<file path="src/rtl/mem_bus_arbiter.sv">
// Shares one external memory bus between Icache refill bursts and Dcache accesses.
// Optional feature: define ARB_RR_EN for round-robin tie-breaking (default: Dcache priority).
module mem_bus_arbiter #(
  parameter int unsigned ADDR_WIDTH = 32,
  parameter int unsigned DATA_WIDTH = 32,
  parameter int unsigned BURST_LEN  = 4
) (
  input  logic                  clk,
  input  logic                  rst,
  input  logic                  ic_req_i,
  input  logic [ADDR_WIDTH-1:0] ic_addr_i,
  output logic                  ic_gnt_o,
  output logic                  ic_rvalid_o,
  output logic [DATA_WIDTH-1:0] ic_rdata_o,
  output logic                  ic_last_o,
  input  logic                  dc_req_i,
  input  logic                  dc_we_i,
  input  logic                  dc_burst_i,
  input  logic [ADDR_WIDTH-1:0] dc_addr_i,
  input  logic [DATA_WIDTH-1:0] dc_wdata_i,
  output logic                  dc_gnt_o,
  output logic                  dc_ack_o,
  output logic [DATA_WIDTH-1:0] dc_rdata_o,
  output logic                  dc_last_o,
  input  logic                  flush_req_i,
  output logic                  flush_done_o,
  output logic                  bus_req_o,
  output logic                  bus_we_o,
  output logic [ADDR_WIDTH-1:0] bus_addr_o,
  output logic [DATA_WIDTH-1:0] bus_wdata_o,
  input  logic                  bus_ack_i,
  input  logic [DATA_WIDTH-1:0] bus_rdata_i
);

  localparam int unsigned BeatW = $clog2(BURST_LEN);
  localparam int unsigned Bytes = DATA_WIDTH / 8;
  localparam int unsigned LineW = $clog2(BURST_LEN * Bytes);

  localparam logic [1:0] StIdle   = 2'd0;
  localparam logic [1:0] StIcXfer = 2'd1;
  localparam logic [1:0] StDcXfer = 2'd2;

  logic [1:0]            stateQ, stateD;
  logic [BeatW-1:0]      beatQ, beatD;
  logic [ADDR_WIDTH-1:0] baseQ;
  logic [DATA_WIDTH-1:0] wdataQ;
  logic                  weQ;
  logic                  burstQ;
  logic                  icGntQ;
  logic                  dcGntQ;
  logic                  flushDoneQ;

  logic                  grantIc;
  logic                  grantDc;
  logic                  busy;
  logic                  icOwn;
  logic                  dcOwn;
  logic                  lastBeat;
  logic [LineW-1:0]      lineOff;
  logic [ADDR_WIDTH-1:0] beatAddr;

`ifdef ARB_RR_EN
  logic lastOwnerIcQ;

  always_ff @(posedge clk or posedge rst) begin
    if (rst) begin
      lastOwnerIcQ <= 1'b0;
    end else if (grantIc) begin
      lastOwnerIcQ <= 1'b1;
    end else if (grantDc) begin
      lastOwnerIcQ <= 1'b0;
    end
  end
`endif

  // Grants only from IDLE; a pending flush blocks every new grant.
  always_comb begin
    grantIc = 1'b0;
    grantDc = 1'b0;
    if (stateQ == StIdle && !flush_req_i) begin
`ifdef ARB_RR_EN
      if (ic_req_i && dc_req_i) begin
        grantIc = !lastOwnerIcQ;
        grantDc = lastOwnerIcQ;
      end else begin
        grantIc = ic_req_i;
        grantDc = dc_req_i;
      end
`else
      grantDc = dc_req_i;
      grantIc = ic_req_i && !dc_req_i;
`endif
    end
  end

  assign lastBeat = burstQ ? (beatQ == BeatW'(BURST_LEN - 1)) : 1'b1;

  always_comb begin
    stateD = stateQ;
    beatD  = beatQ;
    unique case (stateQ)
      StIdle: begin
        beatD = '0;
        if (grantIc) begin
          stateD = StIcXfer;
        end else if (grantDc) begin
          stateD = StDcXfer;
        end
      end
      StIcXfer, StDcXfer: begin
        if (bus_ack_i) begin
          if (lastBeat) begin
            stateD = StIdle;
            beatD  = '0;
          end else begin
            beatD = beatQ + 1'b1;
          end
        end
      end
      default: begin
        stateD = StIdle;
        beatD  = '0;
      end
    endcase
  end

  always_ff @(posedge clk or posedge rst) begin
    if (rst) begin
      stateQ     <= StIdle;
      beatQ      <= '0;
      baseQ      <= '0;
      wdataQ     <= '0;
      weQ        <= 1'b0;
      burstQ     <= 1'b0;
      icGntQ     <= 1'b0;
      dcGntQ     <= 1'b0;
      flushDoneQ <= 1'b0;
    end else begin
      stateQ     <= stateD;
      beatQ      <= beatD;
      icGntQ     <= grantIc;
      dcGntQ     <= grantDc;
      flushDoneQ <= (stateQ == StIdle) && flush_req_i;
      if (grantIc) begin
        baseQ  <= ic_addr_i;
        wdataQ <= '0;
        weQ    <= 1'b0;
        burstQ <= 1'b1;
      end else if (grantDc) begin
        baseQ  <= dc_addr_i;
        wdataQ <= dc_we_i ? dc_wdata_i : '0;
        weQ    <= dc_we_i;
        burstQ <= !dc_we_i && dc_burst_i;
      end
    end
  end

  // Beat offset wraps inside the burst-aligned line; upper address bits stay fixed.
  assign lineOff  = baseQ[LineW-1:0] + LineW'(beatQ) * LineW'(Bytes);
  assign beatAddr = {baseQ[ADDR_WIDTH-1:LineW], lineOff};

  assign busy  = (stateQ != StIdle);
  assign icOwn = (stateQ == StIcXfer);
  assign dcOwn = (stateQ == StDcXfer);

  assign bus_req_o   = busy;
  assign bus_we_o    = dcOwn && weQ;
  assign bus_addr_o  = busy ? beatAddr : '0;
  assign bus_wdata_o = (dcOwn && weQ) ? wdataQ : '0;

  assign ic_gnt_o    = icGntQ;
  assign ic_rvalid_o = icOwn && bus_ack_i;
  assign ic_rdata_o  = ic_rvalid_o ? bus_rdata_i : '0;
  assign ic_last_o   = ic_rvalid_o && lastBeat;

  assign dc_gnt_o    = dcGntQ;
  assign dc_ack_o    = dcOwn && bus_ack_i;
  assign dc_rdata_o  = (dc_ack_o && !weQ) ? bus_rdata_i : '0;
  assign dc_last_o   = dc_ack_o && lastBeat;

  assign flush_done_o = flushDoneQ;

`ifndef SYNTHESIS
  gntOneHot: assert property (@(posedge clk) disable iff (rst) !(icGntQ && dcGntQ));
  gntFromIdle: assert property (@(posedge clk) disable iff (rst) (icGntQ || dcGntQ) |-> busy);
`endif

endmodule
</file>
<file path="config.mk">
export PLATFORM = sky130hd
export DESIGN_NAME = mem_bus_arbiter
export DESIGN_NICKNAME = d
export VERILOG_FILES = /design/src/rtl/mem_bus_arbiter.sv
export SDC_FILE = /design/constraint.sdc
export NUM_CORES = 1
export LEC_CHECK = 0
export ABC_AREA = 1
export BUFFER_PORTS_ARGS = -buffer_cell sky130_fd_sc_hd__buf_2
export CORE_ASPECT_RATIO = 0.5
export CORE_MARGIN = 2
export CORE_UTILIZATION = 40
export DETAILED_ROUTE_END_ITERATION = 7
export GPL_TIMING_DRIVEN = 0
export PLACE_DENSITY_LB_ADDON = 0.12
export RECOVER_POWER = 100
export SYNTH_ARGS = -nofsm -noshare
export SYNTH_HDL_FRONTEND = slang
export SYNTH_SLANG_ARGS = --single-unit
</file>
<file path="constraint.sdc">
create_clock -name clk -period 2.6 [get_ports clk]
set_input_delay 0.26 -clock clk [delete_from_list [all_inputs] [get_ports clk]]
set_output_delay 0.26 -clock clk [all_outputs]
set_load 0.005 [all_outputs]
</file>
==> flow_summary.toml <==
[yosys]
yosys_register_bits = 73
postSynthAreaPerCell_um2 = 6.64
synthesis.yosys.warnings = 0
postSynthNetCount = 791
post-synth-top-area-cell = "dfrtp_1"
yosysSeqAreaShare_pct = 42.3
synth_cells = 650
post-synth-top-area-fraction_pct = 42.3
ys_top_cells_by_area = "dfrtp_1 (42%), nand2_1 (13%), inv_1 (13%)"
mappedNetlistArea_um2 = 4320
ys_types = 21

[final_layout]
area_of_combinational_cells_with_multiple_inputs_um2 = 1770
drive_gt1_share_pct = 20.4
layout.area.seq_um2 = 1830
antenna-diode-count = 0
final_nets = 1076
relative_area_change_from_synthesis_to_final_layout_pct = 38.9
stdcell_count = 1080
num-fill-cells = 1100

[clock_network]
clockBufferDepth = 2
clock_tree.htree_level_count = 3
worst_setup_hold_path_clk_slew_ns = 0.06
tritoncts = "yes"
master_cell_of_the_clock_root_buffer = "clkbuf_16"
cts.sinks = 73
clkLatencyLatePin_ns = 0.33
postCtsSetupBuffers = 0
numCtsBuffers = 9

[pwr]
vdd.ir_drop.worst_mv = 0.390
cell_internal_power_uw = 3030
power.switching_uw = 2070
power_frac_seq_pct = 34.9
pwr_density_cell_nw_per_um2 = 851
power_leakage_uw = 0.00343
power.switching_fraction_pct = 40.6
p_clk_share_pct = 22.7
p_total_uw = 5100
power_frac_comb_pct = 42.4

[floorplan]
design.core.area_um2 = 10300
design.portCount = 273
cell_row_count = 26
initial_utilization_pct = 41.8
floorplan_die_area_um2 = 11700
chipWidth_um = 151
die_y_um = 77.5

[detailed_routing]
drt-pass1-iter-count = 4
detailedRoute.firstIterationViolations = 160
detail_route.wirelength.met1_um = 6020
remaining_drc_errors = 0
antenna_left = 0
dr_wl_met2_um = 6070
drt-total-wl_um = 13300
detailroute.via_count = 4728
post_drt_wl_per_cell_um = 12.3
top_signal_layer_used = "met5"
wl_met3_um = 1050
viasPerCell = 4.38

[worst_setup_path]
cp_arrival_ns = 2.51
timing.critical_path.slowest_cell_delay_ns = 0.40
regToRegSetupSlack_ns = 0.36
critical_path_required_ns = 2.87
worstPathMaxFanout = 10
dominant_cell_type_by_count_on_the_critical_path = "inv_1"
crit_path_cell_trace = "inv_1, ha_1, clkbuf_1, inv_2, nor2_8, o21ai_2, inv_1, buf_6, clkbuf_2, nand3_1, nand2_1"
setup.worst_path.start_class = "flip-flop"
worstSetupEndpointType = "flip-flop"
critical_path_class = "reg -> reg"
slowest_stage = "dfrtp_1"

[placement]
placedCellCount = 1063
place.gp.congestion = 0.793
place.detailed.hpwl_um = 10300
place.port_buffers = 272
dp_worst_setup_slack_ns = 0.614

[sta]
finalCritPeriodShare_pct = 86.1
max-slew-margin-rel_pct = 12.4
fmax_mhz = 447
clock-skew-final_ns = 0.00718
slew_viol_final = 0
finalHoldViolCount = 0
setup_repair_after_global_routing_missed_its_margin = "false"
timing.final.setup_violations = 0
finalCriticalPeriod_ns = 2.24
postLayoutSetupSlackWorst_ns = 0.362
worstMarginPinSlew_ns = 1.31

[global_route]
wire_length_of_the_first_global_routing_pass_um = 21100
total_congestion_overflow = 0
global_route.usage.total_pct = 22.8
antenna_violations_before_repair = 1
grt_pass1_vias = 4533
grt_max_degree = 44

[status]
outcome = "complete, no violations"

[worst_hold_path]
path_type_of_the_worst_min_delay_path = "in -> reg"

[job]
maxCapViolCount = 0
layout make-up:
class	instances	share of cell area (%)
plain buffers	35	2.61
clock buffers	11	4.05
repair buffers	274	20.7
clock inverters	5	0.646
flip-flops and latches	73	30.4
well taps	140	2.92
multi-input cells	396	29.5
inverters	146	9.15
Yosys cell counts:
master and instances:
nor2_2 1, clkbuf_1 22, nand3_1 36, buf_6 3, ha_1 5, a21oi_1 2
buf_2 6, nand3b_1 32, dfrtp_1 73, o21ai_2 1, o22ai_1 1, o21ai_1 10
xor2_1 1, buf_4 3, o21ai_0 24, inv_1 144, nor2_1 137, inv_2 2
nor2_8 1, nand2_1 145, buf_1 1
worst paths after layout:
| path | start | endpoint | cells after the start |
|---|---|---|---|
| worst max-delay path | stateQ[0] | baseQ[1] | 11 |
| worst min-delay path | dc_wdata_i[16] | wdataQ[16] | 3 |
| worst max register to register | stateQ[0] | baseQ[1] | 11 |
| worst min register to register | baseQ[16] | baseQ[16] | 2 |
| max in group asynchronous | rst | baseQ[6] | 4 |
| min in group asynchronous | rst | wdataQ[29] | 3 |
per-layer routing:
layer  up-vias  track usage, %
met3        16            6.53
met5         -               0
li1       2468               -
met1      2092            29.1
met2       150            38.3
met4         2            5.70
state kept, by name (all words and copies together), names as in the netlist:
| name | cells |
|---|---|
| dc_gnt_o | 1 |
| stateQ | 2 |
| wdataQ | 32 |
| flush_done_o | 1 |
| burstQ | 1 |
| weQ | 1 |
| baseQ | 32 |
| beatQ | 2 |
| ic_gnt_o | 1 |
layout by cell type (no fill, tap or decap), types with 2 or more instances in the layout:
cell type / instances
dfrtp_1: 73
a21oi_1: 2
clkbuf_2: 26
nand3_1: 36
o21ai_1: 3
clkbuf_16: 9
o21ai_0: 31
nand2_1: 145
buf_2: 143
inv_6: 2
clkbuf_1: 134
nand3b_1: 32
buf_1: 3
nor2_1: 137
ha_1: 5
inv_1: 144
buf_6: 2
kinds of logic after synthesis:
group,Yosys count,share of synthesized area (%)
xor+xnor,1,0.203
fa+ha+maj,5,1.45
flops,73,42.3
buf+inv,181,16.7
simple gates,352,34.8
compound gates,38,4.52
metrics by stage:
step | util [%] | hold slack, ns | area [um^2] | setup TNS [ns]
floorplan | - | 0.364 | 4320 | 0
detailed placement | 56.9 | 0.288 | 5890 | 0
CTS | 59.7 | 0.129 | 6180 | 0
global placement | 56.6 | 0.462 | 5860 | -30.79
finish | 58.0 | 0.137 | 6000 | 0
global route | 58.0 | 0.137 | 6000 | 0
power by group through the flow:
stage	Clock (uW)	Sequential (uW)	Combinational, uW
floorplan	0	1750	1410
detailed placement	0	1800	2270
CTS	1190	1780	2290
finish	1160	1780	2160
global route	1230	1840	2500
global placement	0	1780	2220
critical path: cells and delay by family (launching register included):
kind                     cells  cell delay (ns)
AND/OR/NAND/NOR              3             0.37
buffers and inverters        6             1.13
flip-flops                   1             0.40
AO/OA/AOI/OAI                1             0.14
adder cells (fa/ha/maj)      1             0.14
what timing repair did:
| item | 4_1_cts | 5_1_grt |
|---|---|---|
| hold buffers | 1 | 0 |
| gates resized for setup | 0 | 0 |
| hold endpoints to repair | 30 | 0 |
Note: power is estimated with default switching activity, not from simulation.
